**config.mk**
```make
export PLATFORM = sky130hd
export DESIGN_NAME = nx_node_router
export DESIGN_NICKNAME = d
export VERILOG_FILES = /design/src/rtl/nx_node_router.sv
export SDC_FILE = /design/constraint.sdc
export NUM_CORES = 1
export LEC_CHECK = 0
export CAP_MARGIN = 20
export CELL_PAD_IN_SITES_DETAIL_PLACEMENT = 0
export CELL_PAD_IN_SITES_GLOBAL_PLACEMENT = 2
export CORE_ASPECT_RATIO = 0.5
export CORE_MARGIN = 2
export CORE_UTILIZATION = 30
export CTS_CLUSTER_SIZE = 14
export DETAILED_ROUTE_END_ITERATION = 10
export PLACE_DENSITY = 0.68
export SYNTH_ARGS = -nofsm -noshare
export SYNTH_HDL_FRONTEND = slang
export SYNTH_SLANG_ARGS = --single-unit
```
**constraint.sdc**
```tcl
create_clock -name i_clk -period 9.88 [get_ports i_clk]
set_clock_uncertainty 0.1 [all_clocks]
set_input_delay 1.976 -clock i_clk [delete_from_list [all_inputs] [get_ports i_clk]]
set_output_delay 1.976 -clock i_clk [all_outputs]
set_load 0.01 [all_outputs]
```
**src/rtl/nx_node_router.sv**
```systemverilog
// rtl/nx_node_router.sv - mesh node router: buffered inbound links, RR crossbar, registered egress
// Optional per-destination delivery counters are built when NX_NODE_ROUTER_STATS_EN is defined.

package NXConstants;
  localparam int unsigned MESSAGE_WIDTH = 32;

  typedef struct packed {
    logic [3:0] row;
    logic [3:0] column;
  } node_id_t;

  typedef enum logic [1:0] {
    NODE_COMMAND_LOAD    = 2'd0,
    NODE_COMMAND_SIGNAL  = 2'd1,
    NODE_COMMAND_TRACE   = 2'd2,
    NODE_COMMAND_CONTROL = 2'd3
  } node_command_t;

  typedef struct packed {
    node_id_t      target;
    node_command_t command;
    logic [21:0]   payload;
  } node_message_t;
endpackage

module nx_node_router
  import NXConstants::*;
#(
  parameter int FIFO_DEPTH = 4,
  parameter int ROUTE_MODE = 0,
  parameter int MSG_W      = MESSAGE_WIDTH
) (
  input  logic                  i_clk,
  input  logic                  i_rst,
  input  node_id_t              i_node_id,
  output logic                  o_idle,
  input  logic [3:0][MSG_W-1:0] i_inbound_data,
  input  logic [3:0]            i_inbound_valid,
  output logic [3:0]            o_inbound_ready,
  output logic [3:0][MSG_W-1:0] o_outbound_data,
  output logic [3:0]            o_outbound_valid,
  input  logic [3:0]            i_outbound_ready,
  input  logic [3:0]            i_outbound_present,
  input  logic [MSG_W-1:0]      i_local_data,
  input  logic                  i_local_valid,
  output logic                  o_local_ready,
  output logic [MSG_W-1:0]      o_dcd_data,
  output logic                  o_dcd_valid,
  input  logic                  i_dcd_ready
`ifdef NX_NODE_ROUTER_STATS_EN
  ,
  output logic [4:0][15:0]      o_stat_fwd
`endif
);

  localparam int PW = $clog2(FIFO_DEPTH);
  localparam int CW = PW + 1;

  localparam logic [2:0] DIR_N = 3'd0;
  localparam logic [2:0] DIR_E = 3'd1;
  localparam logic [2:0] DIR_S = 3'd2;
  localparam logic [2:0] DIR_W = 3'd3;
  localparam logic [2:0] DIR_L = 3'd4;

  // One clockwise step when the preferred neighbour does not exist.
  function automatic logic [2:0] fallback(input logic [2:0] dir, input logic [3:0] present);
    logic [2:0] res;
    res = dir;
    if (!present[dir[1:0]]) begin
      case (dir)
        DIR_N:   res = DIR_E;
        DIR_E:   res = DIR_S;
        DIR_S:   res = DIR_W;
        default: res = DIR_N;
      endcase
    end
    return res;
  endfunction

  function automatic logic [2:0] route_dest(input logic [MSG_W-1:0] msg, input node_id_t id,
                                            input logic [3:0] present);
    node_message_t hdr;
    logic [2:0]    row_dir;
    logic [2:0]    col_dir;
    logic [2:0]    dir;
    logic          row_mis;
    logic          col_mis;
    hdr     = node_message_t'(msg[MSG_W-1 -: MESSAGE_WIDTH]);
    row_dir = (hdr.target.row < id.row) ? DIR_N : DIR_S;
    col_dir = (hdr.target.column < id.column) ? DIR_W : DIR_E;
    row_mis = (hdr.target.row != id.row);
    col_mis = (hdr.target.column != id.column);
    if (ROUTE_MODE == 0) dir = row_mis ? row_dir : col_dir;
    else                 dir = col_mis ? col_dir : row_dir;
    if (hdr.command == NODE_COMMAND_TRACE) begin
      return present[2] ? DIR_S : DIR_W;
    end
    if (!row_mis && !col_mis) begin
      return DIR_L;
    end
    return fallback(dir, present);
  endfunction

  logic [MSG_W-1:0] fifo_q    [4][FIFO_DEPTH];
  logic [MSG_W-1:0] fifo_d    [4][FIFO_DEPTH];
  logic [PW-1:0]    wr_ptr_q  [4];
  logic [PW-1:0]    wr_ptr_d  [4];
  logic [PW-1:0]    rd_ptr_q  [4];
  logic [PW-1:0]    rd_ptr_d  [4];
  logic [CW-1:0]    count_q   [4];
  logic [CW-1:0]    count_d   [4];
  logic [4:0]       hold_valid_q;
  logic [4:0]       hold_valid_d;
  logic [MSG_W-1:0] hold_data_q [5];
  logic [MSG_W-1:0] hold_data_d [5];
  logic [2:0]       rr_ptr_q;
  logic [2:0]       rr_ptr_d;

  logic [3:0]       push;
  logic [3:0]       pop;
  logic [4:0]       req_valid;
  logic [4:0]       out_ready;
  logic [4:0]       hold_free;
  logic [4:0]       eligible;
  logic [MSG_W-1:0] req_data [5];
  logic [2:0]       req_dest [5];
  logic             gnt_valid;
  logic [2:0]       gnt_idx;
  logic [2:0]       gnt_dest;
  logic [3:0]       cand;

  always_comb begin
    o_inbound_ready = '0;
    push            = '0;
    req_valid       = '0;
    out_ready       = {i_dcd_ready, i_outbound_ready};
    hold_free       = ~hold_valid_q | out_ready;
    eligible        = '0;
    for (int d = 0; d < 4; d++) begin
      // Ready reflects registered occupancy only; a same-cycle pop does not reopen a full FIFO.
      o_inbound_ready[d] = (count_q[d] != CW'(FIFO_DEPTH)) && !i_rst;
      push[d]            = i_inbound_valid[d] && o_inbound_ready[d];
      req_valid[d]       = (count_q[d] != '0);
      req_data[d]        = fifo_q[d][rd_ptr_q[d]];
    end
    req_valid[4] = i_local_valid;
    req_data[4]  = i_local_data;
    for (int r = 0; r < 5; r++) begin
      req_dest[r] = route_dest(req_data[r], i_node_id, i_outbound_present);
      eligible[r] = req_valid[r] && hold_free[req_dest[r]] && !i_rst;
    end
  end

  always_comb begin
    gnt_valid = 1'b0;
    gnt_idx   = '0;
    cand      = '0;
    for (int i = 0; i < 5; i++) begin
      cand = 4'(rr_ptr_q) + 4'(i);
      if (cand >= 4'd5) cand = cand - 4'd5;
      if (!gnt_valid && eligible[cand[2:0]]) begin
        gnt_valid = 1'b1;
        gnt_idx   = cand[2:0];
      end
    end
    gnt_dest = req_dest[gnt_idx];
    for (int d = 0; d < 4; d++) begin
      pop[d] = gnt_valid && (gnt_idx == 3'(d));
    end
    o_local_ready = gnt_valid && (gnt_idx == DIR_L);
    rr_ptr_d      = rr_ptr_q;
    if (gnt_valid) rr_ptr_d = (gnt_idx == 3'd4) ? 3'd0 : gnt_idx + 3'd1;
  end

  always_comb begin
    fifo_d = fifo_q;
    for (int d = 0; d < 4; d++) begin
      wr_ptr_d[d] = wr_ptr_q[d] + PW'(push[d]);
      rd_ptr_d[d] = rd_ptr_q[d] + PW'(pop[d]);
      count_d[d]  = count_q[d] + CW'(push[d]) - CW'(pop[d]);
      if (push[d]) fifo_d[d][wr_ptr_q[d]] = i_inbound_data[d];
    end
  end

  // Holding registers drain and reload in the same cycle for full throughput.
  always_comb begin
    hold_valid_d = hold_valid_q & ~out_ready;
    hold_data_d  = hold_data_q;
    if (gnt_valid) begin
      hold_valid_d[gnt_dest] = 1'b1;
      hold_data_d[gnt_dest]  = req_data[gnt_idx];
    end
  end

  always_ff @(posedge i_clk) begin
    if (i_rst) begin
      for (int d = 0; d < 4; d++) begin
        wr_ptr_q[d] <= '0;
        rd_ptr_q[d] <= '0;
        count_q[d]  <= '0;
      end
      hold_valid_q <= '0;
      rr_ptr_q     <= '0;
    end else begin
      wr_ptr_q     <= wr_ptr_d;
      rd_ptr_q     <= rd_ptr_d;
      count_q      <= count_d;
      hold_valid_q <= hold_valid_d;
      rr_ptr_q     <= rr_ptr_d;
    end
  end

  always_ff @(posedge i_clk) begin
    fifo_q      <= fifo_d;
    hold_data_q <= hold_data_d;
  end

  always_comb begin
    o_outbound_valid = hold_valid_q[3:0];
    for (int d = 0; d < 4; d++) o_outbound_data[d] = hold_data_q[d];
    o_dcd_valid = hold_valid_q[4];
    o_dcd_data  = hold_data_q[4];
    o_idle      = !i_local_valid && (hold_valid_q == '0);
    for (int d = 0; d < 4; d++) begin
      if (count_q[d] != '0) o_idle = 1'b0;
    end
  end

`ifdef NX_NODE_ROUTER_STATS_EN
  logic [15:0] stat_q [5];
  logic [15:0] stat_d [5];

  always_comb begin
    for (int k = 0; k < 5; k++) begin
      stat_d[k] = stat_q[k];
      if (hold_valid_q[k] && out_ready[k] && (stat_q[k] != 16'hFFFF)) stat_d[k] = stat_q[k] + 16'd1;
      o_stat_fwd[k] = stat_q[k];
    end
  end

  always_ff @(posedge i_clk) begin
    if (i_rst) begin
      for (int k = 0; k < 5; k++) stat_q[k] <= '0;
    end else begin
      stat_q <= stat_d;
    end
  end
`endif

endmodule
```
* Word level (Yosys, flattened, before mapping) *
Index checks and enable logic that the tools add are counted.

storage, ports and cells
  bits in registers = 708
  output and inout port bits = 171
  word-level logic and storage cells = 369

operators by class
  $add $sub $neg = 26
  magnitude comparators = 47
  eq/ne operators = 33
  multiplexer cells = 147
  bitwise logic cells = 15
  reductions and logical operators = 66

operators by type and width
  kind                number
  $bwmux 128          4
  $mux 32             15
  $bmux 32 s2         4
  $demux 32 s2        4
  $bwmux 160          1
  $mux 3              33
  $bmux 32 s3         1
  $demux 32 s3        1
  $lt 3x4->1 const B  11
  $mux 1              41
  $lt 4x4->1          10
  $mux 2              20
  $ne 4x4->1          10
  $logic_and 1x1->1   39
  $bmux 1 s3          10
  $pmux 2 s3          5
  $ge 3x3->1 const B  9
  $not 2->3           8
  $eq 2x2->1 const B  10
  $logic_not 3->1     6
  $add 2x1->2         8
  $ge 4x3->1 const B  4
  $logic_not 1->1     16
  $lt 2x3->1 const B  5
  26 further kinds    59

* Longest topological paths before layout *
  depth in word-level cells = 41
  mapped depth = 28
  gate-level depth less buffers = 25

* Worst setup path before layout *
Ideal clock, no wire load.

  path type = input to register
  start point = input i_node_id[7] (netlist name)
  end point = register hold_data_q (netlist bit o_outbound_data[32]) (enable)
  arrival = 8.080 ns
  required time = 9.319 ns
  slack = 1.239 ns
  stages on the path = 16
  path buffers = 0
  cell sequence = inv_1 ha_1 and3_1 and2_1 and3_1 or4_1 a31o_1 and3_1 o31a_1 o221ai_1 o22ai_1 or4_4 o31ai_4 a2111oi_1 or4_4 nor3_1

on the way
  cells in the longest elaborated chain, start to end = 27
  elaborated cells between the ends (all ways) = 133

RTL lines
  what                                  line    text
  start: declaration                    35      input node_id_t i_node_id,
  $lt 4x4->1                            89      row_dir = (hdr.target.row < id.row) ? DIR_N : DIR_S;
  $mux 2                                89
  $mux 2                                93      if (ROUTE_MODE == 0) dir = row_mis ? row_dir : col_dir;
  $eq 2x2->1 (tied with other cells)    70      case (dir)
  $pmux 2 s3 or $mux 1 (tied branches)  70, 69
  $mux 2                                69      if (!present[dir[1:0]]) begin
  $mux 3                                101     return fallback(dir, present);
  $mux 3                                98      if (!row_mis && !col_mis) begin
  [11 not listed]                       n/a
  $logic_and 1x1->1                     161     if (!gnt_valid && eligible[cand[2:0]]) begin
  $mux 1                                161
  $logic_not 1->1                       161
  $logic_and 1x1->1                     161
  $mux 1                                161
  $logic_not 1->1                       161
  $logic_and 1x1->1                     161
  $mux 1 *                              161
  end signal: assignment                215     hold_data_q <= hold_data_d;
  end: declaration                      114     logic [MSG_W-1:0] hold_data_q [5];

Every way passes the cells marked *; elsewhere a longest branch is shown, timed or not. The select of a mux whose other input is x is not followed.
A chain may end at the register's enable or synchronous reset.

* Worst setup path after layout *
  start point = input i_node_id[7] (netlist name)
  end point = output o_local_ready

on the way
  cells in the longest elaborated chain, start to end = 29
  elaborated cells between the ends (all ways) = 140

RTL lines
  what                                  line    text
  $lt 4x4->1                            89
  $mux 2                                89
  $mux 2                                93
  $eq 2x2->1 (tied with other cells)    70
  $pmux 2 s3 or $mux 1 (tied branches)  70, 69
  $mux 2                                69
  $mux 3                                101
  $mux 3                                98
  [13 not listed]                       n/a
  $logic_not 1->1                       161
  $logic_and 1x1->1                     161
  $mux 1                                161
  $logic_not 1->1                       161
  $logic_and 1x1->1                     161
  $mux 3                                161
  $eq 3x3->1                            170     o_local_ready = gnt_valid && (gnt_idx == DIR_L);
  $logic_and 1x1->1 *                   170
  end: declaration                      46      output logic o_local_ready,

Marked as above.

==> flow_summary_export.csv <==
group,metric,value,unit
timing,drv_slew,0,
clocking,numCtsBuffers,72,
placement,port_buffers,354,
setup_path,worstPathArrival,7.34,ns
synth,ys_warn_count,0,
synth,ys.flop_type,"edfxtp_1",
floorplanning,io_pins,355,
clocking,cts_setup_buffers,0,
layout,fillers,9096,
setup_path,start_kind,"input pin",
drt,antenna_left,0,
floorplanning,fp.dieH,226,microns
floorplanning,num_rows,81,
timing,max_freq,106,MHz
timing,tightest_slew,1.02,ns
synth,synthArstFlopShare,0,%
placement,gp_congestion,0.822,
synth,synth_cell_types,91,
layout,instances_no_fill,3440,
layout,mostFrequentLayoutCells,"edfxtp_1 (672), clkdlybuf4s50_1 (353), mux4_2 (128)",
placement,pre_cts_slack,0.390,ns
placement,post-dp-hpwl,56400,microns
drt,vias_per_cell,4.72,
layout,layout-drive-gt1-share,16.5,%
drt,met3WireLength,2230,microns
timing,min_period,9.41,ns
clocking,cts_tree,"built",
outcome,status,"finished clean",
placement,placed_cells,3309,
timing,whs,0.498,ns
drt,maxUsedRoutingLayer,"met5",
floorplanning,dieArea,101000,sq um
floorplanning,core_area,97700,sq um
synth,ys_seq_elements,708,
layout,final_common_cell,"edfxtp_1",
timing,tns,0,ns
layout,final_nets,2305,
clocking,root_buffer,"clkbuf_16",
drt,met2_length,43300,microns
drt,first_pass_iters,4,
synth,syn_nets,1905,
synth,yosysSeqAreaShare,70.7,%
drt,wl_per_cell,23.2,microns
timing,rsz0062_at_grt,"false",
setup_path,end_kind,"output port",
setup_path,crit_fanout,9,
synth,syn-instance-count,1655,
drt,drtIter0Drc,983,
grt,overflow,0,
drt,routed_wl,79700,microns
floorplanning,start_util,30.3,%
hold_path,hold_class,"reg -> reg",
flow_run,drv_cap,0,
drt,wl_met1,32700,microns
clocking,clock_latency,0.62,ns
grt,antenna_found_initial,4,
timing,min_period_over_period,95.3,%
timing,maxSlewHeadroom,31.8,%
timing,postLayoutSetupSlackWorst,0.468,ns
synth,syn-mean-instance-area,17.9,sq um
synth,synthesis.area,29600,sq um
clocking,clock_path_buffers,3,
grt,grt_pass1_vias,16300,
setup_path,worst-setup-path-type,"in -> out",
grt,grt_max_degree,73,
clocking,clk_pin_slew,0.05,ns
drt,vias,16200,
synth,synth_edf_count,672,
layout,area_delta_synth_final,25.5,%
clocking,cts.sinks,708,
grt,groute.usage.overall,15.4,%
grt,grt_pass1_wl,114000,microns
setup_path,required,7.80,ns
drt,drc,0,
floorplanning,die_w,448,microns
clocking,htreeDepth,3,
timing,hold_viol_final,0,
timing,setup_viol,0,
-- final timing paths --
check          startpoint             endpoint  slack (ns)  cells after the start
max          i_node_id[7]        o_local_ready        0.47                     19
min reg2reg   wr_ptr_q[5]          wr_ptr_q[5]        0.50                      2
min           wr_ptr_q[5]          wr_ptr_q[5]        0.50                      2
max reg2reg   rd_ptr_q[2]  o_outbound_data[14]        1.90                     19
-- what timing repair did --
action	CTS	global route
gates resized for setup	0	1
hold buffers	0	0
setup endpoints to repair	0	1
endpoints found under the hold margin	0	0
-- critical path, stage by stage --
cell             delay, ns
clkdlybuf4s50_1       0.46
inv_1                 0.11
ha_1                  0.36
and3_1                0.22
and2_1                0.21
and3_1                0.18
or4_1                 0.40
a31o_1                0.28
and3_1                0.26
o31ai_2               0.43
o21ai_0               0.20
a211oi_1              0.50
and3_1                0.45
nor2_4                0.07
inv_1                 0.09
ha_1                  0.14
nand2_1               0.08
nor2_1                0.28
clkdlybuf4s50_1       0.61
-- sequential cells by signal, summed over array words and instances, names as in the netlist --
register and count:
hold_valid_q 5, rd_ptr_q 8, fifo_q 512, o_dcd_data 32, o_outbound_data 128, rr_ptr_q 3, wr_ptr_q 8, count_q 12
-- routing by layer --
metal  GRT usage [%]  vias up
li1                -     7496
met1            19.0     8376
met2            28.5      248
met3            2.06       98
met4            3.71        4
met5               0        -
-- per-stage QoR --
stage               area [sq um]  utilization, %
detailed placement         34900            35.7
global route               37100            38.0
floorplan                  29600               -
finish                     37100            38.0
CTS                        37100            38.0
global placement           34900            35.7
-- cell families after synthesis --
kind of cell | share of synthesized area, %
and+or+nand+nor | 5.58
adders and majority gates | 2.92
xor gates and xnor gates | 0.918
AOI/OAI and AO/OA | 4.94
muxes | 13.5
buffers and inverters | 1.51
DFF | 70.7
-- area by class of cell --
type                       count  area (sq um)  area share, %
tap                         1328          1660           4.48
timing repair buffer         391          3820           10.3
multi-input combinational    842          8320           22.4
clock buffer                  96          1930           5.21
antenna                        1          2.50        0.00674
clock inverter                34           323          0.870
sequential                   708         20900           56.3
inverter                      40           150          0.405
-- synth_stat cells (11+ instances only) --
library cell	number	area (sq um)
edfxtp_1	672	20200
mux4_2	128	2880
mux2i_1	72	721
nand2_1	68	255
nor2_1	64	240
ha_1	61	763
clkbuf_1	38	143
inv_1	38	143
dfxtp_1	36	721
a21oi_1	34	170
mux2_2	34	383
o21ai_1	33	165
o21ai_0	27	135
nor2b_1	25	156
xnor2_1	23	201
nand3_1	21	105
nor3_1	21	105
and3_1	17	106
nand2b_1	16	100
nand4_1	12	75.1
buf_2	11	55.1
nor4_1	11	68.8
or3_1	11	68.8
Power is left out: the tool's default activity adds up to more than one toggle a clock period on the data nets, which glitch-free logic cannot reach.
